File: src/rtl/fifo_dual_port_pkg.sv
// Shared sizing rules and parameter legality checks for the dual-port FIFO.
// The helpers are constant functions, so they can size ports and localparams.
package fifo_dual_port_pkg;

  function automatic int depth_of(input int addr_width);
    return 1 << addr_width;
  endfunction

  // The count needs one more bit than a pointer, because it must hold DEPTH itself.
  function automatic int count_width(input int addr_width);
    return addr_width + 1;
  endfunction

  function automatic bit almost_full_th_ok(input int th, input int depth);
    return (th >= 1) && (th <= depth);
  endfunction

  function automatic bit almost_empty_th_ok(input int th, input int depth);
    return (th >= 0) && (th <= depth - 1);
  endfunction

endpackage

File: src/rtl/fifo_dual_port_dual_port_ram.sv
// Storage for the FIFO: one write port and one registered read port.
// A read and a write to the same address in one cycle return the old word.
module dual_port_ram #(
  parameter int DATA_WIDTH = 6,
  parameter int ADDR_WIDTH = 3
) (
  input  logic                  clk,
  input  logic                  rst_n,
  input  logic                  we,
  input  logic [ADDR_WIDTH-1:0] waddr,
  input  logic [DATA_WIDTH-1:0] din,
  input  logic                  re,
  input  logic [ADDR_WIDTH-1:0] raddr,
  output logic [DATA_WIDTH-1:0] dout
);

  logic [DATA_WIDTH-1:0] mem [2**ADDR_WIDTH];

  // NOTE: the array has no reset, so it can map onto RAM macros; the
  // non-blocking write is also what makes a same-slot read return the old word.
  always_ff @(posedge clk) begin
    if (we) mem[waddr] <= din;
  end

  always_ff @(posedge clk or negedge rst_n) begin
    if (!rst_n)  dout <= '0;
    else if (re) dout <= mem[raddr];
  end

endmodule

File: src/rtl/fifo_dual_port.sv
// Single-clock FIFO with occupancy count, full/empty and almost flags,
// and one-cycle overflow/underflow pulses. All outputs are registered.
module fifo_dual_port
  import fifo_dual_port_pkg::*;
#(
  parameter int DATA_WIDTH      = 6,
  parameter int ADDR_WIDTH      = 3,
  parameter int ALMOST_FULL_TH  = 6,
  parameter int ALMOST_EMPTY_TH = 2
) (
  input  logic                  Clock,
  input  logic                  iReset_n,
  input  logic                  iPush,
  input  logic [DATA_WIDTH-1:0] iDataIn,
  input  logic                  iPop,
  output logic [DATA_WIDTH-1:0] oDataOut,
  output logic                  oValid,
  output logic [ADDR_WIDTH:0]   oCount,
  output logic                  oFull,
  output logic                  oEmpty,
  output logic                  oAlmostFull,
  output logic                  oAlmostEmpty,
  output logic                  oOverflow,
  output logic                  oUnderflow
);

  localparam int DEPTH = depth_of(ADDR_WIDTH);
  localparam int CW    = count_width(ADDR_WIDTH);

  localparam logic [CW-1:0] DEPTH_C = CW'(DEPTH);
  localparam logic [CW-1:0] AF_TH   = CW'(ALMOST_FULL_TH);
  localparam logic [CW-1:0] AE_TH   = CW'(ALMOST_EMPTY_TH);

  if (!almost_full_th_ok(ALMOST_FULL_TH, DEPTH)) begin : g_bad_af_th
    $fatal(1, "fifo_dual_port: ALMOST_FULL_TH=%0d outside 1..%0d", ALMOST_FULL_TH, DEPTH);
  end
  if (!almost_empty_th_ok(ALMOST_EMPTY_TH, DEPTH)) begin : g_bad_ae_th
    $fatal(1, "fifo_dual_port: ALMOST_EMPTY_TH=%0d outside 0..%0d", ALMOST_EMPTY_TH, DEPTH - 1);
  end

  logic [ADDR_WIDTH-1:0] wptr, rptr;
  logic [CW-1:0]         count, count_next;
  logic                  push_ok, pop_ok;

  // A pop while full frees the slot the simultaneous push lands in.
  always_comb begin
    // NOTE: every always_comb output gets a default first, so no latch is inferred.
    pop_ok     = iPop & ~oEmpty;
    push_ok    = iPush & (~oFull | iPop);
    count_next = count;
    if (push_ok && !pop_ok)      count_next = count + CW'(1);
    else if (pop_ok && !push_ok) count_next = count - CW'(1);
  end

  dual_port_ram #(
    .DATA_WIDTH(DATA_WIDTH),
    .ADDR_WIDTH(ADDR_WIDTH)
  ) u_ram (
    .clk  (Clock),
    .rst_n(iReset_n),
    .we   (push_ok),
    .waddr(wptr),
    .din  (iDataIn),
    .re   (pop_ok),
    .raddr(rptr),
    .dout (oDataOut)
  );

  // Flags are registered from the next count, so they line up with oCount.
  always_ff @(posedge Clock or negedge iReset_n) begin
    if (!iReset_n) begin
      wptr         <= '0;
      rptr         <= '0;
      count        <= '0;
      oValid       <= 1'b0;
      oOverflow    <= 1'b0;
      oUnderflow   <= 1'b0;
      oFull        <= 1'b0;
      oEmpty       <= 1'b1;
      oAlmostFull  <= (ALMOST_FULL_TH == 0);
      oAlmostEmpty <= 1'b1;
    end else begin
      if (push_ok) wptr <= wptr + ADDR_WIDTH'(1);
      if (pop_ok)  rptr <= rptr + ADDR_WIDTH'(1);
      count        <= count_next;
      oValid       <= pop_ok;
      oOverflow    <= iPush & ~push_ok;
      oUnderflow   <= iPop & ~pop_ok;
      oFull        <= (count_next == DEPTH_C);
      oEmpty       <= (count_next == '0);
      oAlmostFull  <= (count_next >= AF_TH);
      oAlmostEmpty <= (count_next <= AE_TH);
    end
  end

  assign oCount = count;

endmodule

File: config.mk
export PLATFORM = sky130hd
export DESIGN_NAME = fifo_dual_port
export DESIGN_NICKNAME = d
export VERILOG_FILES = /design/src/rtl/fifo_dual_port_pkg.sv /design/src/rtl/fifo_dual_port_dual_port_ram.sv /design/src/rtl/fifo_dual_port.sv
export SDC_FILE = /design/constraint.sdc
export NUM_CORES = 1
export LEC_CHECK = 0
export CORE_UTILIZATION = 56
export CTS_CLUSTER_DIAMETER = 50
export DETAILED_ROUTE_END_ITERATION = 16
export HOLD_SLACK_MARGIN = 0.02
export PLACE_DENSITY = 0.89
export SETUP_SLACK_MARGIN = 0.15
export SYNTH_ARGS = -nofsm -noshare
export SYNTH_HDL_FRONTEND = slang
export SYNTH_SLANG_ARGS = --single-unit
File: constraint.sdc
create_clock -name Clock -period 1.9 [get_ports Clock]
set_clock_uncertainty 0.1 [all_clocks]
set_input_delay 0.38 -clock Clock [delete_from_list [all_inputs] [get_ports Clock]]
set_output_delay 0.38 -clock Clock [all_outputs]
set_load 0.01 [all_outputs]
# Word-level counts from Yosys, hierarchy flattened
# Memories as Yosys holds them, arrays and structs flattened. A register that Yosys moved wholly into a read port is not among the register bits.
# Cells that the tools add are included.
[word_totals]
ff_bits = 17
word_cells = 37
ramBits = 48
memories = 1
out_inout_bits = 17
[op_classes]
n_bitwise = 9
addsub = 4
n_mux = 4
n_reduce_logical = 6
n_eq_ne = 1
order_cmp = 2
[memory_table]
columns = ["memory", "depth", "word_bits", "rd", "rd_clocked_by_memory_dff", "wr", "line_no", "rtl"]
rows = [
  ["u_ram.mem", 8, 6, 1, 1, 1, "fifo_dual_port_dual_port_ram.sv:17", "logic [DATA_WIDTH-1:0] mem [2**ADDR_WIDTH];"],
]
[ops]
columns = ["operator", "n"]
rows = [
  ["two-way mux 4 bit", 2],
  ["adder 3 x 1 -> 3 bit (second input constant)", 2],
  ["adder 4 x 1 -> 4 bit (second input constant)", 1],
  ["AND 1 bit", 4],
  ["equality test 4 bit (second input constant)", 1],
  ["greater-or-equal comparator 4 x 3 -> 1 bit (second input constant)", 1],
  ["<= comparator 4 x 2 -> 1 bit (second input constant)", 1],
  ["zero test 4 bit", 1],
  ["inverter 1 bit", 4],
  ["subtractor 4 x 1 -> 4 bit (second input constant)", 1],
  ["zero test 1 bit", 3],
  ["logical AND 1 bit", 2],
  ["two-way mux 1 bit", 2],
  ["bitwise OR 1 bit", 1],
]

# Depth between registers and ports, before layout
# Gate-level depths: netlist of run 1.
[depth]
depth_word = 8
ltp_mapped = 6
depth_no_buf = 6

# By module
# Synthesis of run 1 repeated with hierarchy kept, for this count alone.
[unflattened]
cells_unflattened = 194
area_unflattened_um2 = 2977.9
[modules_own_cells]
columns = ["module", "n_inst", "cells_each", "seq_area_each_um2", "area_each_um2"]
rows = [
  ["dual_port_ram", 1, 124, 1591.5, 2147.1],
  ["fifo_dual_port", 1, 70, 427.9, 830.8],
]

# Worst setup path before layout of run 1
# OpenSTA, ideal clock, no wires.
[synth_path]
path_kind = "input to register"
start = "in iPush"
end = "mem u_ram.mem[1][0], enable pin"
path_slack_ns = 0.039
setup_time_ns = 0.377
n_path_buf = 1
cell_stages = 5
t_arrival_ns = 1.384
path_cell_list = "buf_4 -> inv_2 -> a21oi_2 -> nand2_1 -> nor3_1"
[synth_between]
elab_chain_len = 3
[synth_lines]
columns = ["item", "line_no", "rtl"]
rows = [
  ["start, declared", "fifo_dual_port.sv:13", "input logic iPush,"],
  ["AND 1 bit", "fifo_dual_port.sv:49", "push_ok = iPush & (~oFull | iPop);"],
  ["two-way mux 1 bit", "fifo_dual_port_dual_port_ram.sv:22", "if (we) mem[waddr] <= din;"],
  ["two-way mux 1 bit (implied by the code)", "fifo_dual_port_dual_port_ram.sv:22", ""],
  ["end, declared", "fifo_dual_port_dual_port_ram.sv:17", ""],
]
# No other way between the ends.

# Worst setup path in the final report of run 1
[layout_path]
start = "reg oEmpty"
end = "reg oEmpty"
[layout_between]
elab_chain_len = 6
word_cells_on_any_way = 8
[layout_lines]
columns = ["item", "line_no", "rtl"]
rows = [
  ["start, declared", "fifo_dual_port.sv:20", "output logic oEmpty,"],
  ["start signal, assigned", "fifo_dual_port.sv:90", "oEmpty <= (count_next == '0);"],
  ["inverter 1 bit (*)", "fifo_dual_port.sv:48", "pop_ok = iPop & ~oEmpty;"],
  ["AND 1 bit (*)", "fifo_dual_port.sv:48", ""],
  ["named net pop_ok", "fifo_dual_port.sv:43", "logic push_ok, pop_ok;"],
  ["logical AND 1 bit / zero test 1 bit (equally long branches)", "fifo_dual_port.sv:52, fifo_dual_port.sv:51", ""],
  ["two-way mux 4 bit / logical AND 1 bit (equally long branches)", "fifo_dual_port.sv:52, fifo_dual_port.sv:51", ""],
  ["two-way mux 4 bit (*)", "fifo_dual_port.sv:51", "if (push_ok && !pop_ok) count_next = count + CW'(1);"],
  ["named net count_next[2]", "fifo_dual_port.sv:42", "logic [CW-1:0] count, count_next;"],
  ["zero test 4 bit (*)", "fifo_dual_port.sv:90", ""],
]
# The timed path passes the listed nets; every way through them passes the cells marked *.
# A chain may end at the register's enable or synchronous reset.

==> results of run 1 <==
[cell type report]
class | instances | share of cell area
timing repair buffer | 59 | 0.142
tap | 67 | 0.0221
clock inverter | 7 | 0.0208
inverter | 5 | 0.00561
multi-input combinational | 87 | 0.243
sequential | 71 | 0.533
clock buffer | 9 | 0.0327
[per-layer routing]
layer,track usage,routed length (um),vias up
li1,-,-,770
met4,0.118,225,0
met3,0.0933,492,22
met1,0.306,2550,892
met5,0,0,-
met2,0.399,3290,97
[what timing repair did]
item,CTS,global route
endpoints found under the setup margin,34,36
gates resized for setup,13,25
pin swaps,4,10
buffers inserted,7,7
[power by group]
part	switching, uW	total (uW)	internal (uW)
combinational	1240	2570	1330
clock	596	1210	616
sequential	277	2340	2060
total	2120	6130	4010
[worst max-delay path, delay by kind of cell, from the launching register on]
kind | cells | cell delay, ps
compound gates | 1 | 230
xor+xnor | 1 | 160
flops | 1 | 540
simple gates | 3 | 600
buf+inv | 1 | 50
[cell usage after synthesis, drive strengths merged]
cell type / count
nand2: 18
and3: 1
nor4b: 1
and2: 1
clkbuf: 2
ha: 4
nor2: 7
dfrtp: 21
nand3: 2
edfxtp: 48
inv: 5
xnor2: 7
a21oi: 2
a21o: 1
buf: 4
o221a: 1
nor4: 3
a221oi: 1
a31oi: 1
dfstp: 2
mux2i: 6
o31a: 1
a211oi: 1
nand2b: 4
o21ai: 9
nor3: 4
mux4: 12
[sequential cells by signal (all words and copies together), names as in the netlist]
| register | flops |
|---|---|
| oAlmostEmpty | 1 |
| oAlmostFull | 1 |
| oCount | 4 |
| oEmpty | 1 |
| oFull | 1 |
| oOverflow | 1 |
| oUnderflow | 1 |
| oValid | 1 |
| rptr | 3 |
| u_ram.dout | 6 |
| u_ram.mem | 48 |
| wptr | 3 |
[stage by stage]
step,cell area (um2),util,TNS (ps),setup WS [ps]
4_1_cts,3650,0.753,0,129
2_1_floorplan,2890,-,0,212
5_1_grt,3790,0.782,0,65.2
6_report,3790,0.782,0,130
3_3_place_gp,3360,0.693,-7780,-187
3_5_place_dp,3360,0.693,-11470,-279
[path summary, 6_finish.rpt]
path | from | to | slack, ps
setup / recovery | oEmpty | oEmpty | 130
max in group asynchronous | iReset_n | oAlmostEmpty | 1120
hold reg to reg | u_ram.dout[0] | u_ram.dout[0] | 400
hold / removal | iReset_n | u_ram.dout[1] | 290
min in group Clock | iPush | oOverflow | 300
setup reg to reg | oEmpty | oEmpty | 130
[cells by family (layout without fill, tap and decap cells)]
family | count (synthesis) | after routing | share of synthesized area
flops | 71 | 71 | 0.701
simple gates | 41 | 41 | 0.0760
mux | 18 | 18 | 0.115
compound gates | 17 | 17 | 0.0434
buf+inv | 11 | 80 | 0.0174
xor+xnor | 7 | 7 | 0.0304
fa+ha+maj | 4 | 4 | 0.0174
==> metrics.md, run 1 <==
| Metric | Value |
|---|---|
| CTS sink count | between 70 and 80 |
| Worst EP required | 2060 ps |
| Worst-path fanout max | 5 |
| DR WL/cell | 21.5 um |
| Nets | 247 |
| Cell Chain, Critical Path | nand2b_4 > inv_4 > and3_4 > a31oi_4 > xnor2_4 > nor4_4 |
| Slowest cell on the critical path | dfstp_2 |
| Die area | 0.00544 mm2 |
| Top cells by area, synth | edfxtp_1 (50%), dfrtp_1 (18%), mux4_2 (9.4%) |
| Die width | 73.7 um |
| Synth cell types | 37 |
| Clk Latency, worst-skew pair | roughly 350 ps |
| I/O Pins | 27 |
| Synth Net Count | 183 |
| Ratio of cells with drive above 1 in the final layout | 0.382 |
| Total CTS buffers | 9 |
| Fillers | around 240 |
| DRC | 0 |
| Worst R2R Path Depth | 6 |
| GRT Total Usage | 0.251 |
| Synth Cell Area | about 0.0029 mm2 |
| PD cells | roughly 1600 mW/mm2 |
| Yosys reg bits | approximately 70 |
| RePlAce Congestion | 0.862 |
| Port buffer count | 26 |
| Post-Synthesis Cells | 169 |
| Core ar. | just under 0.005 mm2 |
| Synth area leader | edfxtp_1 |
| Worst setup path class | register to register |
| ANT nets after route | 0 |
| Vias in the first global route | ~1,700 |
| Worst slew pin tran | between 400 and 500 ps |
| Final wirelength | 6.56 mm |
| Maximum clock path buffer count | 2 |
| Area delta synth->final | 31.6% |
| Peak VDD IR | 0.834 mV |
| Post-DR vias/cell | 5.84 |
| Yosys top cell area share | 0.500 |
| FF/Latch Area | 0.00202 mm2 |
| Initial Utilization | 0.594 |
| Most common cell after layout, fill and taps aside | edfxtp_1 |
| Std cell rows | 25 |
| Root Buffer | clkbuf_8 |
| CTS tree | built |
| Tmin final | 1770 ps |
| Final non-filler cell total | 305 |
| DP HPWL | 3.60 mm |
| Area of the multi-input gates | 923 um2 |
| Sequential share of the synthesized area | 0.701 |
| # H-tree levels | 3 |
| Routed via count | 1,781 |
| DR iter-0 viols | 165 |
| Peak Freq | between 500 and 600 MHz |
| Max-slew headroom | 0.701 |
| Hold Slack | a little under 300 ps |
| Worst EP arrival | 1930 ps |
| Pwr Total | 6130 uW |
| Final hold vios | 0 |
| RSZ-0062 raised after global routing | yes |
| Clock slew at reported path FFs | 80 ps |
| Syn_area_per_cell | roughly 17 um2 |
| First-pass GRT wire length | 9.07 mm |
| Largest net degree at the start of global routing | 24 |
| Status | finished, final reports clean |
| Global route overflow | 0 |
| Yosys Warn Count | 0 |
| Max-slew violations | 0 |
| Number of iterations in the first detailed-routing pass | 4 |
| Hold crit path type | input pin to async pin |
| Setup Viol. Count Final | 0 |
| Final Cycle Share | 0.931 |
| Die height | 73.7 um |
| Critical path's largest stage delay | 540 ps |
| Startpoint Class | register |
| Antenna Cells | 0 |
| CP endpoint kind | register |
| Static leakage | approximately 0.0015 uW |
| Most frequent cells in the layout | edfxtp_1 (48), buf_4 (30), dfrtp_1 (18) |
| Hold buffers post-CTS | 0 |
| Inst Count DP | 275 |
| Max cap viols | 0 |
| Initial antenna violation count | 0 |
No activity file was read; power rests on OpenSTA's default activity.
==> run 2, diff against run 1 <==
CORE_UTILIZATION = 51   (was 56)
PLACE_DENSITY = 0.86   (was 0.89)
clock period = 1.45 ns   (was 1.9 ns; I/O delays follow)
==> metrics.md, run 2 (synthesized netlist as in run 1, its figures left out) <==
| Metric | Value |
|---|---|
| Status | complete, but fails checks |
| Failing checks | negative setup slack |
| Routed via count | 1,898 (+6.6%) |
| Top reg by flops | u_ram.mem |
| Antenna Cells | 0 (unchanged) |
| Clk pwr share | 0.161 (-0.037) |
| Slowest cell on the critical path | dfstp_2 |
| Maximum clock path buffer count | 2 (unchanged) |
| DR WL/cell | 22.6 um (+5.0%) |
| Port buffer count | 26 (unchanged) |
| Initial Utilization | 0.527 (-0.0678) |
| Max-slew headroom | 0.747 (+0.0465) |
| Ratio of cells with drive above 1 in the final layout | 0.558 (+0.175) |
| Root Buffer | clkbuf_8 |
| Worst R2R Path Depth | 5 (-1) |
| Die height | 77.2 um (+4.7%) |
| Area delta synth->final | 46.1% |
| Clock slew at reported path FFs | 80 ps (about the same) |
| Sw frac | 0.359 (+0.0138) |
| Tmin final | 1770 ps (-1.45 ps) |
| Die area | 0.00595 mm2 (+9.5%) |
| First-pass GRT wire length | 10.8 mm (+19%) |
| Setup Viol. Count Final | 68 (+68) |
| Initial antenna violation count | 0 (unchanged) |
| Most frequent cells in the layout | edfxtp_1 (48), buf_4 (27), buf_6 (26) |
| DRC | 0 (unchanged) |
| Worst setup margin | -318 ps (-449 ps) |
| Max-slew violations | 0 (unchanged) |
| Global route overflow | 0 (unchanged) |
| Final non-filler cell total | 332 (+8.9%) |
| Internal Pwr Total | 5710 uW (+43%) |
| Post-DR vias/cell | 5.72 (-2.1%) |
| Max FFs per register | 48 (unchanged) |
| Sw power | 3200 uW (+51%) |
| Final wirelength | 7.50 mm (+14%) |
| Final Cycle Share | 1.22 (+0.288) |
| # H-tree levels | 3 (unchanged) |
| Final hold vios | 0 (unchanged) |
| Critical path's largest stage delay | 540 ps (about the same) |
| Hold crit path type | input pin to async pin |
| CTS sink count | 71 (unchanged) |
| DP HPWL | 4.00 mm (+11%) |
| Worst setup path class | register to register |
| GRT Total Usage | 0.260 (+0.00865) |
| Static leakage | 0.00164 uW (+9.5%) |
| CTS tree | built |
| Nets | 269 (+8.9%) |
| Cell Chain, Critical Path | nand2b_4 > nand3_2 > o31a_1 > xnor2_4 > nor4b_4 |
| Number of iterations in the first detailed-routing pass | 4 (unchanged) |
| PD cells | 2120 mW/mm2 (+31%) |
| DR iter-0 viols | 108 (-35%) |
| Reg power frac | 0.354 (-0.028) |
| RePlAce Congestion | 0.820 (-4.8%) |
| ANT nets after route | 0 (unchanged) |
| Std cell rows | 27 (+8.0%) |
| Setup Slack @ Placement | -646 ps (-368 ps) |
| Worst-path fanout max | 5 (unchanged) |
| Total CTS buffers | 9 (unchanged) |
| Hold buffers post-CTS | 0 (unchanged) |
| Inst Count DP | 290 (+5.5%) |
| RSZ-0062 raised after global routing | yes |
| Peak VDD IR | 1.24 mV (+48%) |
| CP endpoint kind | register |
| Worst EP required | 1620 ps (-440 ps) |
| Die width | 77.2 um (+4.7%) |
| Peak Freq | 566 MHz (about the same) |
| Worst EP arrival | 1940 ps (about the same) |
| Core ar. | 0.00547 mm2 (+13%) |
| Fillers | 279 (+17%) |
| I/O Pins | 27 (unchanged) |
| Clk Latency, worst-skew pair | 360 ps (about the same) |
| Largest net degree at the start of global routing | 24 (unchanged) |
| Vias in the first global route | 1,927 (+15%) |
| Max cap viols | 0 (unchanged) |
| Startpoint Class | register |
| Worst slew pin tran | 379 ps (-69.7 ps) |
| Comb power frac | 0.485 (+0.065) |
| Most common cell after layout, fill and taps aside | edfxtp_1 |
-- run 2: area by class of cell --
type	count	area, um2	area share
flip-flops and latches	71	2030	0.481
clock inverters	7	48.8	0.0116
well taps	72	90.1	0.0214
inverters	5	18.8	0.00446
clock buffers	9	124	0.0294
repair buffers	81	837	0.199
multi-input cells	87	1070	0.253
-- run 2: timing repair --
item	4_1_cts	5_1_grt
buffers inserted	19	6
endpoints found under the setup margin	82	77
cloned	1	0
gates resized for setup	106	16
pin swaps	10	8
-- run 2: routing by layer --
metal,global-route usage,share of wire,routed length (um),vias up
met5,0,0,0,-
met4,0.100,0.033,246,0
met3,0.0940,0.069,520,26
met2,0.417,0.52,3890,87
met1,0.321,0.38,2840,972
li1,-,-,-,813
-- run 2: critical path: cells and delay by family (launching register included) --
family | cells | cell delay [ps]
XOR/XNOR | 1 | 250
AO/OA/AOI/OAI | 1 | 330
AND/OR/NAND/NOR | 3 | 460
flip-flops | 1 | 540
-- run 2: worst paths after layout --
path                          startpoint            end  slack [ps]
min                             iReset_n        wptr[0]         170
min reg2reg                u_ram.dout[4]  u_ram.dout[4]         410
max reg2reg                       oEmpty          oFull        -320
max                               oEmpty          oFull        -320
max in group asynchronous       iReset_n         oEmpty         860
min in group Clock                  iPop     oUnderflow         380
-- run 2: through the flow --
| step | power [uW] | TNS [ps] | util | area (um2) | hold WS (ps) |
|---|---|---|---|---|---|
| after floorplan | 4960 | -1380 | - | 3030 | -106 |
| after global placement | 6140 | -31690 | 0.656 | 3590 | 367 |
| after detailed placement | 6300 | -35320 | 0.656 | 3590 | 377 |
| after CTS | 8350 | -7510 | 0.746 | 4080 | 176 |
| after global routing | 9270 | -11690 | 0.769 | 4210 | 175 |
| final | 8920 | -9450 | 0.769 | 4210 | 166 |
-- run 2: power by group through the flow --
stage               registers, uW  clock network (uW)  logic (uW)
detailed placement           3160                   0        3140
floorplan                    3230                   0        1720
finish                       3160                1430        4320
global placement             3120                   0        3020
global route                 3200                1530        4540
CTS                          3100                1400        3850
